===== config.mk =====
export PLATFORM = sky130hd
export DESIGN_NAME = block_fall_controller
export DESIGN_NICKNAME = d
export VERILOG_FILES = /design/src/rtl/block_fall_controller.sv
export SDC_FILE = /design/constraint.sdc
export NUM_CORES = 1
export LEC_CHECK = 0
export CELL_PAD_IN_SITES_DETAIL_PLACEMENT = 1
export CELL_PAD_IN_SITES_GLOBAL_PLACEMENT = 1
export CORE_MARGIN = 2
export CORE_UTILIZATION = 41
export DETAILED_ROUTE_END_ITERATION = 7
export PLACE_DENSITY = 0.88
export RECOVER_POWER = 100
export SYNTH_ARGS = -nofsm -noshare
export SYNTH_HDL_FRONTEND = slang
export SYNTH_SLANG_ARGS = --single-unit
export TNS_END_PERCENT = 5

===== constraint.sdc =====
create_clock -name clock -period 1.86 [get_ports clock]
set_input_delay 0.372 -clock clock [delete_from_list [all_inputs] [get_ports clock]]
set_output_delay 0.372 -clock clock [all_outputs]
set_load 0.05 [all_outputs]

===== src/rtl/block_fall_controller.sv =====
// BlockFall game sequencer: moves one falling cell over a 1-bit-per-cell board RAM
// and handles lateral moves, gravity, locking, full-row clears, scoring and game over.
module block_fall_controller #(
    parameter int WIDTH       = 8,
    parameter int HEIGHT      = 16,
    parameter int XBITS       = 3,
    parameter int YBITS       = 4,
    parameter int ADDR_BITS   = 7,
    parameter int FALL_FRAMES = 30,
    parameter int SPAWN_X     = 3
) (
    input  logic                 clock,
    input  logic                 reset,
    input  logic                 frame_tick,
    input  logic                 move_left,
    input  logic                 move_right,
    output logic [ADDR_BITS-1:0] mem_addr,
    output logic                 mem_wr,
    output logic                 mem_wdata,
    input  logic                 mem_rdata,
    output logic [XBITS-1:0]     block_x,
    output logic [YBITS-1:0]     block_y,
    output logic [15:0]          score,
    output logic                 game_over,
    output logic                 busy
);

    localparam int FBITS = (FALL_FRAMES > 1) ? $clog2(FALL_FRAMES) : 1;

    localparam logic [XBITS-1:0]     X_MAX     = XBITS'(WIDTH - 1);
    localparam logic [YBITS-1:0]     Y_MAX     = YBITS'(HEIGHT - 1);
    localparam logic [XBITS-1:0]     SPAWN     = XBITS'(SPAWN_X);
    localparam logic [FBITS-1:0]     F_MAX     = FBITS'(FALL_FRAMES - 1);
    localparam logic [ADDR_BITS-1:0] LAST_ADDR = ADDR_BITS'(WIDTH * HEIGHT - 1);

    typedef enum logic [3:0] {
        CLEAR, SPAWN_RD, SPAWN_CHK, IDLE, MOVE_RD, MOVE_CHK, GRAV,
        FALL_RD, FALL_CHK, LOCK_WR, ROW_RD, ROW_CHK, ROW_CLR, OVER
    } state_t;

    state_t                 state, next_state;
    logic [ADDR_BITS-1:0]   clr_addr;
    logic [XBITS-1:0]       target_x;
    logic [XBITS-1:0]       col;
    logic [FBITS-1:0]       fall_cnt;
    logic                   left_ok, right_ok, fall_last;

    // Row-major addressing, widened before the multiply so y*WIDTH never truncates.
    function automatic logic [ADDR_BITS-1:0] cell_addr(input logic [XBITS-1:0] x,
                                                       input logic [YBITS-1:0] y);
        cell_addr = ADDR_BITS'(y) * ADDR_BITS'(WIDTH) + ADDR_BITS'(x);
    endfunction

    assign left_ok   = move_left & ~move_right & (block_x != '0);
    assign right_ok  = move_right & ~move_left & (block_x != X_MAX);
    assign fall_last = (fall_cnt == F_MAX);

    always_ff @(posedge clock or posedge reset) begin
        if (reset) state <= CLEAR;
        else       state <= next_state;
    end

    always_comb begin
        next_state = state;
        case (state)
            CLEAR:     if (clr_addr == LAST_ADDR) next_state = SPAWN_RD;
            SPAWN_RD:  next_state = SPAWN_CHK;
            SPAWN_CHK: next_state = mem_rdata ? OVER : IDLE;
            IDLE:      if (frame_tick) next_state = (left_ok || right_ok) ? MOVE_RD : GRAV;
            MOVE_RD:   next_state = MOVE_CHK;
            MOVE_CHK:  next_state = GRAV;
            GRAV:      next_state = fall_last ? FALL_RD : IDLE;
            FALL_RD:   next_state = (block_y == Y_MAX) ? LOCK_WR : FALL_CHK;
            FALL_CHK:  next_state = mem_rdata ? LOCK_WR : IDLE;
            LOCK_WR:   next_state = ROW_RD;
            ROW_RD:    next_state = ROW_CHK;
            ROW_CHK: begin
                if (!mem_rdata)        next_state = SPAWN_RD;
                else if (col == X_MAX) next_state = ROW_CLR;
                else                   next_state = ROW_RD;
            end
            ROW_CLR:   if (col == X_MAX) next_state = SPAWN_RD;
            OVER:      next_state = OVER;
            default:   next_state = CLEAR;
        endcase
    end

    // Reset forces CLEAR asynchronously; the strobe is held low until reset lifts
    // so an aborted write never lands in the RAM.
    always_comb begin
        mem_addr  = '0;
        mem_wr    = 1'b0;
        mem_wdata = 1'b0;
        busy      = (state != IDLE);
        game_over = (state == OVER);
        case (state)
            CLEAR: begin
                mem_addr = clr_addr;
                mem_wr   = ~reset;
            end
            SPAWN_RD: mem_addr = cell_addr(SPAWN, '0);
            MOVE_RD:  mem_addr = cell_addr(target_x, block_y);
            FALL_RD:  if (block_y != Y_MAX) mem_addr = cell_addr(block_x, block_y + 1'b1);
            LOCK_WR: begin
                mem_addr  = cell_addr(block_x, block_y);
                mem_wr    = 1'b1;
                mem_wdata = 1'b1;
            end
            ROW_RD:   mem_addr = cell_addr(col, block_y);
            ROW_CLR: begin
                mem_addr = cell_addr(col, block_y);
                mem_wr   = 1'b1;
            end
            default: ;
        endcase
    end

    // Block position, scan counters and score advance alongside the FSM.
    always_ff @(posedge clock or posedge reset) begin
        if (reset) begin
            clr_addr <= '0;
            target_x <= '0;
            col      <= '0;
            fall_cnt <= '0;
            block_x  <= SPAWN;
            block_y  <= '0;
            score    <= '0;
        end else begin
            case (state)
                CLEAR: clr_addr <= (clr_addr == LAST_ADDR) ? '0 : clr_addr + 1'b1;
                SPAWN_CHK: begin
                    if (!mem_rdata) begin
                        block_x  <= SPAWN;
                        block_y  <= '0;
                        fall_cnt <= '0;
                    end
                end
                IDLE: begin
                    if (frame_tick) begin
                        if (left_ok)       target_x <= block_x - 1'b1;
                        else if (right_ok) target_x <= block_x + 1'b1;
                    end
                end
                MOVE_CHK: if (!mem_rdata) block_x <= target_x;
                GRAV:     fall_cnt <= fall_last ? '0 : fall_cnt + 1'b1;
                FALL_CHK: if (!mem_rdata) block_y <= block_y + 1'b1;
                LOCK_WR:  col <= '0;
                ROW_CHK:  if (mem_rdata) col <= (col == X_MAX) ? '0 : col + 1'b1;
                ROW_CLR: begin
                    if (col == X_MAX) begin
                        col <= '0;
                        if (score != 16'hFFFF) score <= score + 1'b1;
                    end else begin
                        col <= col + 1'b1;
                    end
                end
                default: ;
            endcase
        end
    end

endmodule


Yosys cells after proc, flatten, opt, wreduce, memory -nomap -nowiden
Index checks and enable logic that the tools add are counted.
W data, S select, Z words.
Cells by class
  add/sub/neg operators: 11
  multipliers: 0
  div/mod/pow operators: 0
  magnitude comparators: 0
  equal/unequal tests: 28
  shift-type cells: 0
  muxes and demuxes: 30
  bitwise gates (word level): 7
  reductions and logical operators: 17
Operators with widths (number)
  $pmux W4 S14: 1
  $pmux W7 S6: 1
  $mux W4: 8
  $add A7 B3 Y7: 4
  $eq A4 B4 Y1 const B: 7
  $mux W3: 8
  $add A16 B1 Y16 const B: 1
  $eq A4 B3 Y1 const B: 4
  $ne A16 B16 Y1 const B: 1
  $reduce_and A3 Y1: 5
  $mux W7: 2
  $ne A2 B2 Y1 const B: 7
  $mux W5: 2
  $pmux W5 S2: 1
  $pmux W3 S3: 1
  $eq A4 B2 Y1 const B: 2
  $pmux W4 S2: 1
  $reduce_bool A2 Y1: 4
  $add A7 B1 Y7 const B: 1
  $eq A7 B7 Y1 const B: 1
  $add A3 B1 Y3 const B: 2
  $pmux W3 S2: 1
  $reduce_bool A3 Y1: 2
  $add A5 B1 Y5 const B: 1
  other kinds (17): 25
Word-level totals
  bits in registers: 45
  latch bits: 0
  RAM bits: 0
  bits in read-only memories: 0
  bits of input ports: 6
  output and inout bits: 34
  logic and storage cells: 101
  memories kept: 0

Longest topological paths before layout
Gate-level depths: netlist of the first run.
  depth after elaboration: 7
  gate-level depth with buffers: 7
  gate-level depth less buffers: 7

Worst setup path after synthesis of the first run
Ideal clock, no wire load.
  path type: register to output
  start point: register block_y[0]
  end point: output mem_addr[5]
  arrival time: 2969 ps
  data required time: 1488 ps
  setup slack: -1481 ps
  cell stages (with the launch flop): 4
  path buffers: 0
  cells stage by stage: dfrtp_1 ha_1 inv_1 o311ai_0
On the way
  longest elaborated chain between the ends: 4
  elaborated cells on any way between the ends: 8
  classes of those cells: 5 x add/sub; 1 x eq/ne; 2 x mux
RTL lines
  start, declared: RTL line 22  | output logic [YBITS-1:0] block_y,
  start signal, assigned: RTL line 146  | FALL_CHK: if (!mem_rdata) block_y <= block_y + 1'b1;
  $add A4 B1 Y4: RTL line 103  | FALL_RD: if (block_y != Y_MAX) mem_addr = cell_addr(block_x, block_y + 1'b1);
  $add A7 B3 Y7: RTL line 51  | cell_addr = ADDR_BITS'(y) * ADDR_BITS'(WIDTH) + ADDR_BITS'(x);
  $mux W7: RTL line 103
  $pmux W7 S6 (*): RTL line 96  | case (state)
  end, declared: RTL line 17  | output logic [ADDR_BITS-1:0] mem_addr,
Mark *: on every way between the ends. The rest lies on a longest branch, timed or not.

Worst setup path after layout of the first run
  start point: register state[0]
  end point: output mem_addr[6]
On the way
  longest elaborated chain between the ends: 3
  elaborated cells on any way between the ends: 9
  classes of those cells: 6 x eq/ne; 1 x mux; 2 x reduce/logical
RTL lines
  start, declared: RTL line 41  | state_t state, next_state;
  start signal, assigned: RTL line 60  | else state <= next_state;
  $eq A4 B4 Y1: RTL line 96
  $reduce_or A2 Y1 (no source line)
  $pmux W7 S6 (*): RTL line 96
Marked as above.

==> impl_metrics.toml, run 1 <==
[pwr]
p_seq_share_pct = 23.3
power.total_w = 0.00674
p_leak_nw = 1.91
p_clk_share_pct = 10.2
swShare_pct = 47.7
pwr-share-comb_pct = 66.4
cellPowerDensity_nw_per_um2 = 1620
peakVddDrop_uv = 667
p_int_w = 0.00352
p_switching_w = 0.00322

[yosys]
ys_types = 62
synth_top_family_by_area = "simple AND/OR/NAND/NOR gates"
yosys_warnings = 0
synth-xor-area-share_pct = 5.66
ys_top_cells_by_count = "dfrtp_1 (43), nand2_1 (26), o21ai_0 (24)"
synth_seq_cells = 45
syn_avg_cell_area_um2 = 9.34
yosysMostFrequentCell = "dfrtp_1"
synth_top_cell_by_area = "dfrtp_1"
syn_inst = 315
synth_top_area_share_pct = 36.6
async_reset_ff_share_pct = 100
synthSimpleGateAreaFrac_pct = 24.5
synth_fa_ha_area_share_pct = 3.66
synth_edf_count = 0
ys.flop_type = "dfrtp_1"
synth.mux.area_fraction_pct = 4.13
ys_seq_area_share_pct = 38.4
synth_nets = 329
synth_compound_area_share_pct = 18.3
netlist_area_um2 = 2940
synthTopCellsByArea = "dfrtp_1 (37%), o21ai_0 (4.1%), xor2_1 (3.9%)"

[drt]
drt_wl_total_mm = 10.2
via_per_inst = 5.86
drc = 0
wl_per_cell_um = 20.4
first_pass_iters = 4
drtIter0Drc = 191
ant_nets = 0
via_count = 2920

[setup_path]
cp_max_fo = 6
crit_slowest_cell = "dfrtp_2"
crit_arrival_ps = 1920
cpPeakStageDelay_ps = 470
cp.required_ps = 1490
crit_family = "compound AO/OA/AOI/OAI gates"
worst-setup-path-type = "flop to output port"
crit_path_end_kind = "output port"
rrSetupSlack_ps = -80
critPathBufInv = 2
crit_chain = "buf_4, nor3b_4, a31o_2, a21o_1, a221o_2, buf_12"
crit_path_start_kind = "flop"

[hold_path]
hp-class = "flop to flop"

[timing]
hold_viol_final = 0
fin_hold_ws_ps = 536
worst_pin_slew_ps = 1190
slew_violations = 0
max_slew_margin_pct = 20.8
setup_tns_ps = -3430
fin_crit_sh_pct = 123
finClkSkew_ps = 9.86
finalWorstSetupSlack_ps = -436
grt_setup_unrepaired = "yes"
finalSetupViolCount = 18
max_freq_ghz = 0.436
fin_crit_ps = 2300

[die]
core_um2 = 6870
start_util_pct = 42.8
fp.dieArea_um2 = 7870
die_w_um = 88.7
die_height_um = 88.7
rows = 30
ios = 40

[final_layout]
utilization_pct = 60.7
syn_to_final_growth_pct = 41.8
drive_above_1_share_pct = 38.8
nets = 415
fin_cells = 498
diodes = 0

[clocking]
cts_tree = "yes"
cts_made_buffers = 5
ctsHoldBuffers = 0
cts.sinks = 45
clk_pin_slew_ps = 100
clockBufferDepth = 2
htree_levels = 2
cts-root-buf = "clkbuf_8"
clk-insertion-delay-late_ps = 310

[grt]
grt_pass1_vias = 3124
grt_use_total_pct = 26.4
overflow = 0
antenna_found_initial = 0
grt_start_max_net_pins = 46
grt_pass1_wl_mm = 16.0

[outcome]
violations = "negative setup slack"
status = "finished with violations"

[placement]
place_congestion = 0.854
dp_hpwl_mm = 6.92
placedCellCount = 487
port_buffers = 39

[run]
drv_cap = 0
==> logic make-up (layout without fill, tap and decap cells) <==
group           after synthesis  in the layout
compound gates               76             76
xor+xnor                     19             19
mux                          11             11
simple gates                117            117
fa+ha+maj                     8              8
flops                        45             45
buf+inv                      39            126
==> cell usage in the layout (no fill, tap or decap), types with 6 or more instances in the layout <==
cell | Yosys | routed
nand4_1 | 6 | 6
clkbuf_8 | 0 | 6
xor2_1 | 13 | 13
o21ai_0 | 24 | 20
a21oi_1 | 11 | 9
nor2_1 | 15 | 11
nand2_1 | 26 | 25
buf_6 | 0 | 8
inv_1 | 22 | 20
dfrtp_2 | 0 | 7
clkbuf_1 | 7 | 9
dfrtp_1 | 43 | 36
nand3_1 | 13 | 13
buf_12 | 0 | 11
buf_4 | 1 | 59
nor3_1 | 12 | 7
==> worst paths after layout <==
| kind | start | to | cells past startpoint |
|---|---|---|---|
| worst min-delay path | target_x[1] | block_x[1] | 1 |
| worst max register to register | state[1] | score[15] | 5 |
| worst max-delay path | state[0] | mem_addr[6] | 6 |
| max in group asynchronous | reset | state[1] | 3 |
| worst min register to register | target_x[1] | block_x[1] | 1 |
| min in group asynchronous | reset | clr_addr[6] | 3 |
==> power by group through the flow <==
stage / Sequential, W / Combinational [W] / Clock [W]
floorplan: 0.00173 / 0.00210 / 0
global placement: 0.00152 / 0.00385 / 0
detailed placement: 0.00155 / 0.00403 / 0
CTS: 0.00155 / 0.00424 / 0.000694
global route: 0.00160 / 0.00473 / 0.000739
finish: 0.00157 / 0.00448 / 0.000688
==> repair_timing <==
item | CTS | global route
buffers inserted | 2 | 2
setup endpoints to repair | 26 | 36
resized for setup | 24 | 25
pin swaps | 3 | 6
==> sequential cells by signal, indices dropped and copies added, names as in the netlist <==
| signal | cells |
|---|---|
| score | 16 |
| clr_addr | 7 |
| fall_cnt | 5 |
| block_y | 4 |
| state | 4 |
| block_x | 3 |
| col | 3 |
| target_x | 3 |
==> through the flow <==
step,instance area [um^2],setup WS (ps)
2_1_floorplan,3010,-85.2
3_3_place_gp,3910,-105
3_5_place_dp,3910,-219
4_1_cts,4120,-380
5_1_grt,4170,-466
6_report,4170,-436
==> worst register-to-register path, cell delays in order, from the launching register on <==
cell,delay (ps)
dfrtp_2,470
buf_4,200
and4bb_4,390
nand4_4,140
nor4_2,270
mux2_2,360
==> routing by layer <==
layer  wire length (um)  GRT usage, %  vias to the layer above
met5                  0             0                        -
met4                225          8.26                        0
met3                341          3.64                       23
met2               5470          47.1                       77
met1               4130          32.9                     1492
li1                   -             -                     1328
==> layout make-up <==
type                    count  area [um^2]
flip-flops and latches     45         1140
clock buffers               6         82.6
fillers                   779         2700
well taps                  96          120
inverters                  22         82.6
clock inverters             2         17.5
multi-input cells         231         1870
repair buffers             96          857
Power figures use the tool's default switching activity.
==> run 2: changes to the inputs <==
MAX_ROUTING_LAYER = met4   (was unset)
==> impl_metrics.toml, run 2 (synthesis gave the netlist of run 1 again) <==
[clocking]
cts_made_buffers = 5
clk-insertion-delay-late_ps = 320
ctsHoldBuffers = 0
cts_tree = "yes"
clockBufferDepth = 2
clk_pin_slew_ps = 90
cts.sinks = 45
cts-root-buf = "clkbuf_8"
htree_levels = 2

[setup_path]
crit_arrival_ps = 1880
worst-setup-path-type = "flop to output port"
cp.required_ps = 1490
crit_path_end_kind = "output port"
crit_start = "state[2]"
cp_max_fo = 6
crit_chain = "nor3b_4, a31o_2, a21o_1, a221o_2, buf_12"
crit_slowest_cell = "dfrtp_2"
r2r-end = "score[15]"
crit_path_start_kind = "flop"
rr_startpoint = "state[1]"
reg2reg_depth = 5
cpPeakStageDelay_ps = 460
rrSetupSlack_ps = -120

[pwr]
p_leak_nw = 1.87
peakVddDrop_uv = 619
cellPowerDensity_nw_per_um2 = 1610
power.total_w = 0.00657

[timing]
slew_violations = 0
finClkSkew_ps = 7.32
fin_crit_sh_pct = 121
worst_pin_slew_ps = 1150
hold_viol_final = 0
max_slew_margin_pct = 23.5
grt_setup_unrepaired = "yes"
finalWorstSetupSlack_ps = -387
fin_crit_ps = 2250
max_freq_ghz = 0.445
finalSetupViolCount = 19

[die]
die_height_um = 88.7
ios = 40
die_w_um = 88.7
core_um2 = 6870
rows = 30
fp.dieArea_um2 = 7870
start_util_pct = 42.8

[drt]
drc = 0
via_count = 2879
drtIter0Drc = 182
wl_per_cell_um = 19.3
via_per_inst = 5.84
first_pass_iters = 4
drt_wl_total_mm = 9.51
ant_nets = 0

[placement]
place_congestion = 0.868
placedCellCount = 483
dp_hpwl_mm = 6.62
port_buffers = 39

[final_layout]
nets = 410
final_cell_mix = "buf_4 (52), dfrtp_1 (36), nand2_1 (25)"
largest_register = "score"
reg_top3 = "score x16, clr_addr x7, fall_cnt x5"
fin_cells = 493
mostFrequentLayoutCell = "buf_4"
multi_input_area_um2 = 1830
seqCellArea_um2 = 1140
filler_cell_count = 758
drive_above_1_share_pct = 36.3
syn_to_final_growth_pct = 39.0
diodes = 0
largest_reg_flops = 16

[hold_path]
whs_path_depth = 1
hold_end = "score[14]"
hp-class = "flop to flop"
hold_start = "score[14]"

[grt]
overflow = 0
grt_pass1_wl_mm = 15.5
grt_start_max_net_pins = 46
grt_use_total_pct = 26.3
grt_pass1_vias = 3079
antenna_found_initial = 0

[outcome]
violations = "negative setup slack"
status = "finished with violations"

[run]
drv_cap = 0
[run 2: through the flow]
| stage | hold slack (ps) | setup WS, ps | area [um^2] | util, % | setup TNS (ps) |
|---|---|---|---|---|---|
| after CTS | 535 | -377 | 4120 | 60.0 | -3430 |
| after floorplan | 480 | -85.2 | 3010 | - | -584 |
| after detailed placement | 516 | -145 | 3900 | 56.8 | -1180 |
| final | 532 | -387 | 4090 | 59.5 | -3510 |
| after global routing | 546 | -449 | 4090 | 59.5 | -8490 |
| after global placement | 503 | -101 | 3900 | 56.8 | -280 |
[run 2: critical path, delay by kind of cell, from the launching register on]
family,cells,cell delay (ps)
buf+inv,1,160
compound gates,3,760
simple gates,1,180
flops,1,460
[run 2: worst max-delay path by stage]
stage               slack, ps  depth (start not counted)           to
global placement         -100                          7  target_x[2]
detailed placement       -150                          7  target_x[2]
finish                   -390                          5  mem_addr[6]
floorplan                 -90                          4    game_over
CTS                      -380                          5  mem_addr[6]
global route             -450                          6  mem_addr[4]
[run 2: repair_timing]
action                     CTS  global route
pin swaps                    4             1
setup endpoints to repair   23            30
cloned                       0             0
gates resized for setup     21            10
setup buffers                3             0
[run 2: cell type report]
class	instances	area share, %
Inverter	22	2.02
Tap cell	96	2.94
Timing Repair Buffer	91	19.7
Multi-Input combinational cell	231	44.8
Clock inverter	2	0.949
Sequential cell	45	27.8
Clock buffer	6	1.78
[run 2: per-layer routing]
layer | part of all wire (%) | track usage [%] | up-vias
met5 | 0 | - | -
met4 | 2.4 | 10.1 | 0
met3 | 3.8 | 4.01 | 21
met2 | 53 | 45.0 | 73
met1 | 41 | 31.2 | 1468
li1 | - | - | 1317
[run 2: report_power, final]
group          internal, W  switching (W)  total [W]
Combinational      0.00186        0.00236    0.00422
Clock             0.000404       0.000369   0.000773
Sequential         0.00125       0.000319    0.00157
==> run 3: changes to the inputs <==
CTS_CLUSTER_SIZE = 30   (was unset)
SKIP_CTS_REPAIR_TIMING = 1   (was unset)
SKIP_LAST_GASP = 1   (was unset)
==> impl_metrics.toml, run 3 (synthesis gave the netlist of run 1 again) <==
[clocking]
htree_levels = 2
clk-insertion-delay-late_ps = 310
cts_made_buffers = 5
cts_tree = "yes"
cts.sinks = 45
clk_pin_slew_ps = 90
clockBufferDepth = 2
cts-root-buf = "clkbuf_8"

[drt]
drtIter0Drc = 220
ant_nets = 0
drc = 0
wl_per_cell_um = 18.2
first_pass_iters = 4
via_count = 2854
drt_wl_total_mm = 8.97
via_per_inst = 5.78

[final_layout]
drive_above_1_share_pct = 32.4
diodes = 0
filler_cell_count = 786
final_cell_mix = "buf_4 (53), dfrtp_1 (36), nand2_1 (26)"
nets = 411
syn_to_final_growth_pct = 35.8
mostFrequentLayoutCell = "buf_4"
reg_top3 = "score x16, clr_addr x7, fall_cnt x5"
largest_register = "score"
largest_reg_flops = 16

[die]
rows = 30
start_util_pct = 42.8
ios = 40
die_w_um = 88.7
core_um2 = 6870
die_height_um = 88.7
fp.dieArea_um2 = 7870

[pwr]
peakVddDrop_uv = 603
p_leak_nw = 1.85
cellPowerDensity_nw_per_um2 = 1600

[timing]
fin_crit_ps = 2250
max_freq_ghz = 0.444
fin_hold_ws_ps = 535
max_slew_margin_pct = 23.1
fin_crit_sh_pct = 121
grt_setup_unrepaired = "yes"
slew_violations = 0
finClkSkew_ps = 6.89
hold_viol_final = 0
setup_tns_ps = -4000
finalWorstSetupSlack_ps = -390
finalSetupViolCount = 23
worst_pin_slew_ps = 1150

[grt]
grt_pass1_wl_mm = 15.1
antenna_found_initial = 0
overflow = 0
grt_use_total_pct = 25.4
grt_start_max_net_pins = 46
grt_pass1_vias = 3009

[outcome]
violations = "negative setup slack"
status = "finished with violations"

[setup_path]
reg2reg_depth = 6
crit_slowest_cell = "dfrtp_2"
cpPeakStageDelay_ps = 470
cp.required_ps = 1490
crit_chain = "xor2_1, a31o_2, a21o_1, a221o_2, buf_12"
crit_path_end_kind = "output port"
crit_arrival_ps = 1880
cp_max_fo = 6
rrSetupSlack_ps = -150
worst-setup-path-type = "flop to output port"
r2r-end = "score[5]"
rr_startpoint = "state[0]"
crit_path_start_kind = "flop"

[hold_path]
hp-class = "flop to flop"
hold_start = "score[14]"
whs_path_depth = 1
hold_end = "score[14]"

[placement]
port_buffers = 39
dp_hpwl_mm = 6.62
place_congestion = 0.868

[run]
drv_cap = 0
==> run 3: report_power, final <==
part	leakage, nW	total, W	switching, W	internal [W]
sequential	0.581	0.00156	0.000309	0.00125
combinational	1.22	0.00408	0.00228	0.00180
clock	0.0554	0.000768	0.000364	0.000404
total	1.85	0.00641	0.00295	0.00345
==> run 3: per-layer routing <==
layer | wire [um] | GRT usage (%) | up-vias
li1 | - | - | 1323
met1 | 3710 | 30.5 | 1458
met2 | 4900 | 44.6 | 66
met3 | 297 | 3.54 | 7
met4 | 63 | 6.47 | 0
met5 | 0 | - | -
==> run 3: how the worst max path moves through the flow <==
stage / startpoint / end / slack (ps) / cells after the start
3_3_place_gp: move_left / target_x[2] / -100 / 7
4_1_cts: state[1] / mem_addr[0] / -440 / 6
6_report: state[0] / mem_addr[6] / -390 / 5
2_1_floorplan: state[0] / game_over / -90 / 4
3_5_place_dp: move_left / target_x[2] / -150 / 7
5_1_grt: state[0] / mem_addr[4] / -450 / 5
==> run 3: stage by stage <==
stage	instance area (um^2)	utilization, %	setup slack, ps	power [W]	cells
finish	4000	58.2	-390	0.00641	494
global route	4000	58.2	-453	0.00679	494
CTS	4020	58.5	-444	0.00634	491
detailed placement	3900	56.8	-145	0.00553	483
global placement	3900	56.8	-101	0.00536	483
floorplan	3010	-	-85.2	0.00384	315
==> run 3: layout make-up <==
type | count | area, um^2 | share of cell area [%]
multi-input combinational | 231 | 1740 | 43.5
sequential | 45 | 1140 | 28.5
timing repair buffer | 92 | 807 | 20.2
tap | 96 | 120 | 3.01
inverter | 22 | 82.6 | 2.07
clock buffer | 6 | 72.6 | 1.82
clock inverter | 2 | 38.8 | 0.971
==> run 3: worst max-delay path, delay by kind of cell (launching register included) <==
kind                   cells  cell delay, ps
AO/OA/AOI/OAI              3             760
XOR/XNOR                   1             180
buffers and inverters      1             160
flip-flops                 1             470
